==> src/rtl/sync_fifo_buf_pkg.sv <==
// Shared widths, pointer/count types and the parity helper for sync_fifo_buf.
// SYNC_FIFO_PARITY_EN widens each stored word by one even-parity bit.
package fifo_pkg;
  localparam int DATA  = 14;
  localparam int ADDR  = 4;
  localparam int DEPTH = 1 << ADDR;
`ifdef SYNC_FIFO_PARITY_EN
  localparam int MEM_W = DATA + 1;
`else
  localparam int MEM_W = DATA;
`endif

  typedef logic [ADDR:0]   ptr_t;
  typedef logic [ADDR:0]   cnt_t;
  typedef logic [DATA-1:0] data_t;

  function automatic logic even_par(input logic [DATA-1:0] d);
    return ^d;
  endfunction
endpackage

==> src/rtl/sync_fifo_buf_if.sv <==
// Push/pop handshake, data and status bundle of sync_fifo_buf.
interface sync_fifo_buf_if;
  import fifo_pkg::*;

  logic  winc;
  data_t wdata;
  logic  rinc;
  data_t rdata;
  logic  wfull;
  logic  wafull;
  logic  rempty;
  logic  raempty;
  cnt_t  count;
  logic  err_clr;
  logic  ovf;
  logic  udf;
  logic  rperr;

  modport master (
    output winc, wdata, rinc, err_clr,
    input  rdata, wfull, wafull, rempty, raempty, count, ovf, udf, rperr
  );

  modport slave (
    input  winc, wdata, rinc, err_clr,
    output rdata, wfull, wafull, rempty, raempty, count, ovf, udf, rperr
  );
endinterface

==> src/rtl/sync_fifo_buf_ram.sv <==
// Word storage: synchronous write port, asynchronous read port (no reset on contents).
module fifo_ram #(
  parameter int W  = 14,
  parameter int AW = 4
) (
  input  logic          wclk,
  input  logic          we,
  input  logic [AW-1:0] waddr,
  input  logic [W-1:0]  wdata,
  input  logic [AW-1:0] raddr,
  output logic [W-1:0]  rdata
);
  logic [W-1:0] r_mem [0:(1<<AW)-1];

  always_ff @(posedge wclk) begin
    if (we) r_mem[waddr] <= wdata;
  end

  assign rdata = r_mem[raddr];
endmodule

==> src/rtl/sync_fifo_buf.sv <==
// Single-clock first-word-fall-through FIFO with registered flags and sticky errors.
// Optional head-word parity check under SYNC_FIFO_PARITY_EN.
module sync_fifo_buf
  import fifo_pkg::*;
#(
  parameter int AFULL_TH  = DEPTH - 2,
  parameter int AEMPTY_TH = 2
) (
  input  logic      wclk,
  input  logic      wrst,
  sync_fifo_buf_if.slave bus
);
  if (!(AFULL_TH > 0 && AFULL_TH <= DEPTH && AEMPTY_TH >= 0 && AEMPTY_TH < DEPTH))
  begin : g_bad_param
    $error("sync_fifo_buf: illegal AFULL_TH/AEMPTY_TH");
  end

  ptr_t r_wptr, r_rptr;
  logic r_wfull, r_wafull, r_rempty, r_raempty;
  logic r_ovf, r_udf;

  logic w_push, w_pop;
  ptr_t w_wptr_nxt, w_rptr_nxt;
  cnt_t w_count, w_cnt_nxt;
  logic [MEM_W-1:0] w_wr_word, w_rd_word;

  // A push into a full FIFO is only allowed because the same-cycle pop frees a slot.
  assign w_push     = bus.winc && (!r_wfull || bus.rinc);
  assign w_pop      = bus.rinc && !r_rempty;
  assign w_wptr_nxt = r_wptr + ptr_t'(w_push);
  assign w_rptr_nxt = r_rptr + ptr_t'(w_pop);
  assign w_count    = r_wptr - r_rptr;
  assign w_cnt_nxt  = w_wptr_nxt - w_rptr_nxt;

  always_ff @(posedge wclk) begin
    if (wrst) begin
      r_wptr    <= '0;
      r_rptr    <= '0;
      r_wfull   <= 1'b0;
      r_wafull  <= 1'b0;
      r_rempty  <= 1'b1;
      r_raempty <= 1'b1;
      r_ovf     <= 1'b0;
      r_udf     <= 1'b0;
    end else begin
      r_wptr    <= w_wptr_nxt;
      r_rptr    <= w_rptr_nxt;
      r_wfull   <= (w_cnt_nxt == cnt_t'(DEPTH));
      r_wafull  <= (w_cnt_nxt >= cnt_t'(AFULL_TH));
      r_rempty  <= (w_cnt_nxt == '0);
      r_raempty <= (w_cnt_nxt <= cnt_t'(AEMPTY_TH));
      r_ovf     <= (bus.winc && r_wfull && !bus.rinc) || (r_ovf && !bus.err_clr);
      r_udf     <= (bus.rinc && r_rempty) || (r_udf && !bus.err_clr);
    end
  end

`ifdef SYNC_FIFO_PARITY_EN
  assign w_wr_word = {even_par(bus.wdata), bus.wdata};
  assign bus.rperr = !r_rempty && (^w_rd_word);
`else
  assign w_wr_word = bus.wdata;
  assign bus.rperr = 1'b0;
`endif

  fifo_ram #(
    .W  (MEM_W),
    .AW (ADDR)
  ) u_ram (
    .wclk  (wclk),
    .we    (w_push),
    .waddr (r_wptr[ADDR-1:0]),
    .wdata (w_wr_word),
    .raddr (r_rptr[ADDR-1:0]),
    .rdata (w_rd_word)
  );

  assign bus.rdata   = w_rd_word[DATA-1:0];
  assign bus.count   = w_count;
  assign bus.wfull   = r_wfull;
  assign bus.wafull  = r_wafull;
  assign bus.rempty  = r_rempty;
  assign bus.raempty = r_raempty;
  assign bus.ovf     = r_ovf;
  assign bus.udf     = r_udf;
endmodule

==> src/flat_wrapper.sv <==
// flat-port wrapper written by rule: the top's interface ports become plain ports
module sync_fifo_buf_flat import fifo_pkg::*;
#(
  parameter int AFULL_TH  = DEPTH - 2,
  parameter int AEMPTY_TH = 2
)
  (wclk, wrst, bus_winc, bus_wdata, bus_rinc, bus_err_clr, bus_rdata, bus_wfull, bus_wafull, bus_rempty, bus_raempty, bus_count, bus_ovf, bus_udf, bus_rperr);
  sync_fifo_buf_if bus_i ();
  input  logic wclk;
  input  logic wrst;
  input wire logic [$bits(bus_i.winc)-1:0] bus_winc;
  input wire logic [$bits(bus_i.wdata)-1:0] bus_wdata;
  input wire logic [$bits(bus_i.rinc)-1:0] bus_rinc;
  input wire logic [$bits(bus_i.err_clr)-1:0] bus_err_clr;
  output wire logic [$bits(bus_i.rdata)-1:0] bus_rdata;
  output wire logic [$bits(bus_i.wfull)-1:0] bus_wfull;
  output wire logic [$bits(bus_i.wafull)-1:0] bus_wafull;
  output wire logic [$bits(bus_i.rempty)-1:0] bus_rempty;
  output wire logic [$bits(bus_i.raempty)-1:0] bus_raempty;
  output wire logic [$bits(bus_i.count)-1:0] bus_count;
  output wire logic [$bits(bus_i.ovf)-1:0] bus_ovf;
  output wire logic [$bits(bus_i.udf)-1:0] bus_udf;
  output wire logic [$bits(bus_i.rperr)-1:0] bus_rperr;
  assign bus_i.winc = bus_winc;
  assign bus_i.wdata = bus_wdata;
  assign bus_i.rinc = bus_rinc;
  assign bus_i.err_clr = bus_err_clr;
  assign bus_rdata = bus_i.rdata;
  assign bus_wfull = bus_i.wfull;
  assign bus_wafull = bus_i.wafull;
  assign bus_rempty = bus_i.rempty;
  assign bus_raempty = bus_i.raempty;
  assign bus_count = bus_i.count;
  assign bus_ovf = bus_i.ovf;
  assign bus_udf = bus_i.udf;
  assign bus_rperr = bus_i.rperr;
  sync_fifo_buf #(.AFULL_TH(AFULL_TH), .AEMPTY_TH(AEMPTY_TH)) u_core (.wclk(wclk), .wrst(wrst), .bus(bus_i));
endmodule
==> config.mk <==
export PLATFORM = sky130hd
export DESIGN_NAME = sync_fifo_buf_flat
export DESIGN_NICKNAME = d
export VERILOG_FILES = /design/src/rtl/sync_fifo_buf_pkg.sv /design/src/rtl/sync_fifo_buf_if.sv /design/src/rtl/sync_fifo_buf_ram.sv /design/src/rtl/sync_fifo_buf.sv /design/src/flat_wrapper.sv
export SDC_FILE = /design/constraint.sdc
export NUM_CORES = 1
export LEC_CHECK = 0
export CORE_MARGIN = 2
export CORE_UTILIZATION = 41
export DETAILED_ROUTE_END_ITERATION = 8
export SYNTH_ARGS = -nofsm -noshare
export SYNTH_HDL_FRONTEND = slang
export SYNTH_SLANG_ARGS = --single-unit
export TNS_END_PERCENT = 10
==> constraint.sdc <==
create_clock -name wclk -period 2.8 [get_ports wclk]
set_input_delay 0.42 -clock wclk [delete_from_list [all_inputs] [get_ports wclk]]
set_output_delay 0.42 -clock wclk [all_outputs]
set_load 0.02 [all_outputs]
==> run summary <==
Outcome -> complete, but fails checks
Failing checks -> negative setup slack
ANT cells -> 0
Sequential share of the synthesized area -> 0.726
Buf+Inv Stages, Crit Path -> 2
Hpwl dp -> 13100 µm
Clock sink total -> 240
Die Width -> 158 µm
Syn_area_per_cell -> 18.3 µm²
Crit-path max cell delay -> 0.55 ns
Layout cells sized above 1 -> 0.265
Setup CP Type -> reg -> out
All-Layer GR Usage -> 0.184
Pwr Total -> 8.64 mW
Critical path's slowest cell -> nor2_4
Final wirelength -> 22300 µm
CTS Hold Bufs -> 0
Pin count of the biggest net entering global routing -> 30
# setup viols final -> 1
CTS tree -> yes
Slew Viols, Final -> 0
Vias in the first global route -> 5391
Latest clock arrival within the worst-skew pair -> 0.52 ns
Cell Rows -> 56
Total CTS buffers -> 25
Antenna Nets Post-Route -> 0
Mapped Area -> 9700 µm²
Wire per inst -> 22.9 µm
Flops & latches, synth -> 240
PD cells -> 729 nW/µm²
Worst setup SP type -> flop
Vias -> 5213
Most common cell after layout, fill and taps aside -> edfxtp_1
Nets -> 671
Post-DR vias/cell -> 5.34
Die Y-Extent -> 158 µm
Critical Path RT -> 2.38 ns
Worst min-delay path class -> reg -> reg
Period minus WS final -> 2.82 ns
Fmax -> 355 MHz
Crit path cell chain -> inv_4 > nor2_4 > a221oi_1 > o21ai_0 > nand2_1 > dlygate4sd2_1
Synth area leaders -> edfxtp_1 (69%), mux4_2 (6.5%), mux2i_1 (5.8%), dfxtp_1 (3.3%), a221oi_1 (2.2%)
Static Leakage -> 3.97 nW
Ports -> 45
Fillers -> 1898
CTS H-tree lvls -> 1
YS warnings -> 0
Placed Cells -> 914
Most frequent cells in the layout -> edfxtp_1 (224), mux2i_1 (55), buf_4 (52), mux4_2 (28)
Total global routing overflow -> 0
Clock slew seen by the registers of the worst setup and hold paths -> 0.06 ns
Non-Filler Instances -> 976
RD Place Congestion -> 0.835
Initial drt markers -> 370
Arr. time, crit path -> 2.40 ns
Starting density of the core -> 0.416
DIE AREA -> 24900 µm²
Syn_nets -> 562
Gate Count Post-Synth -> 529
Setup slack, reg-to-reg -> 0.19 ns
Crit share post-route -> 1.01
Residual DRC -> 0
Unrepaired setup endpoints after global routing -> true
Slew @ Worst Pin -> 0.704 ns
Main flop type after synthesis -> edfxtp_1
VDD IR max -> 467 µV
Async SR Flop Fraction -> 0
Share of the synthesized area in the top cell type -> 0.693
Initial antenna violation count -> 0
Port Buffers -> 43
CP endpoint kind -> primary output
Core area -> 23300 µm²
Post-synth EDFFs -> 224
Crit path max-delay family -> simple AND/OR/NAND/NOR gates
First-pass DRT Iterations -> 4
Final worst-path setup slack -> -0.0163 ns
Max Cap Viol -> 0
Clock buffer depth -> 3
Area Growth Syn to Fin -> 22.1%
Largest area contributor in the netlist -> edfxtp_1
First-pass GRT wire length -> 33300 µm
Final hold vios -> 0
Yosys cell types -> 43
Clk root buf -> clkbuf_16
Crit path max fanout -> 14
Clock Skews -> 0.00669 ns
Rel. slew slack -> 0.529
-- per-stage QoR --
stage          setup WS [ns]  area [µm²]  hold WS (ns)  TNS [ns]   util
2_1_floorplan          0.266        9700         0.492         0      -
3_3_place_gp          -0.158       10800         0.473    -0.575  0.461
3_5_place_dp          -0.253       10800         0.501    -0.909  0.461
4_1_cts               -0.171       11700         0.516    -0.597  0.503
5_1_grt              -0.0576       11800         0.546    -0.132  0.508
6_report             -0.0163       11800         0.503   -0.0163  0.508
-- cells in the mapped netlist, types with 2 or more instances --
cell	instances
nor3_1	5
nand3_1	6
a221oi_1	24
xnor2_1	8
ha_1	12
edfxtp_1	224
o21ai_0	15
a21o_1	2
buf_12	2
xor2_1	4
buf_8	2
nor2b_1	6
mux2i_1	56
a22oi_1	15
a221oi_2	4
o21a_1	2
nor2_4	2
clkbuf_1	4
fa_1	2
inv_2	2
o21bai_1	2
dfxtp_1	16
buf_2	9
inv_1	11
mux4_2	28
nand2_1	19
nor2_1	25
a21oi_1	2
buf_4	2
nand3b_1	2
buf_6	4
-- routing by layer --
metal / vias to the layer above / track usage / part of all wire
met1: 2724 / 0.245 / 0.43
li1: 2356 / - / -
met4: 0 / 0.0455 / 0.015
met3: 22 / 0.0246 / 0.039
met2: 111 / 0.319 / 0.51
met5: - / 0 / 0
-- tightest hold or removal path: cells and delay by family, from the launching register on --
family	cells	cell delay (ns)
DFF	1	0.33
and+or+nand+nor	1	0.08
AOI/OAI and AO/OA	1	0.06
-- report_power, final --
group | switching, mW | internal (mW) | leakage, nW | total, mW
Clock | 1.33 | 1.92 | 0.394 | 3.25
Combinational | 0.691 | 0.658 | 1.42 | 1.35
Sequential | 0.0396 | 4.00 | 2.16 | 4.04
Total | 2.06 | 6.58 | 3.97 | 8.64
-- final timing paths --
check / startpoint / end / cells after the start
worst max register to register: u_core.r_rptr[0]$_SDFF_PP0_ / u_core.bus.wfull$_SDFF_PP0_ / 11
worst max-delay path: u_core.r_rptr[2]$_SDFF_PP0_ / bus_rdata[4] / 6
worst min-delay path: u_core.bus.ovf$_SDFF_PP0_ / u_core.bus.ovf$_SDFF_PP0_ / 2
worst min register to register: u_core.bus.ovf$_SDFF_PP0_ / u_core.bus.ovf$_SDFF_PP0_ / 2
-- kinds of logic after synthesis --
| group | synth area share |
|---|---|
| buf+inv | 0.0257 |
| flops | 0.726 |
| other cells | 0.000386 |
| simple gates | 0.0333 |
| mux | 0.123 |
| fa+ha+maj | 0.0196 |
| xor+xnor | 0.0156 |
| compound gates | 0.0565 |
-- final cells by class --
| class | count | area [µm²] | area share |
|---|---|---|---|
| Clock inverter | 17 | 166 | 0.0140 |
| Clock buffer | 29 | 641 | 0.0541 |
| Sequential cell | 240 | 7050 | 0.595 |
| Tap cell | 319 | 399 | 0.0337 |
| Timing Repair Buffer | 105 | 992 | 0.0838 |
| Multi-Input combinational cell | 252 | 2540 | 0.214 |
| Inverter | 14 | 58.8 | 0.00496 |
-- flip-flops by register name, indices dropped and copies added (netlist names) --
name	flops
u_core.bus.ovf	1
u_core.bus.raempty	1
u_core.bus.rempty	1
u_core.bus.udf	1
u_core.bus.wafull	1
u_core.bus.wfull	1
u_core.r_rptr	5
u_core.r_wptr	5
u_core.u_ram.r_mem	224
-- repair_timing --
| item | in CTS | in global routing |
|---|---|---|
| endpoints found under the setup margin | 17 | 14 |
| buffers inserted | 4 | 9 |
| cloned | 3 | 0 |
| resized for setup | 44 | 36 |
| pin swaps | 1 | 2 |
No activity file was read; power rests on OpenSTA's default activity.
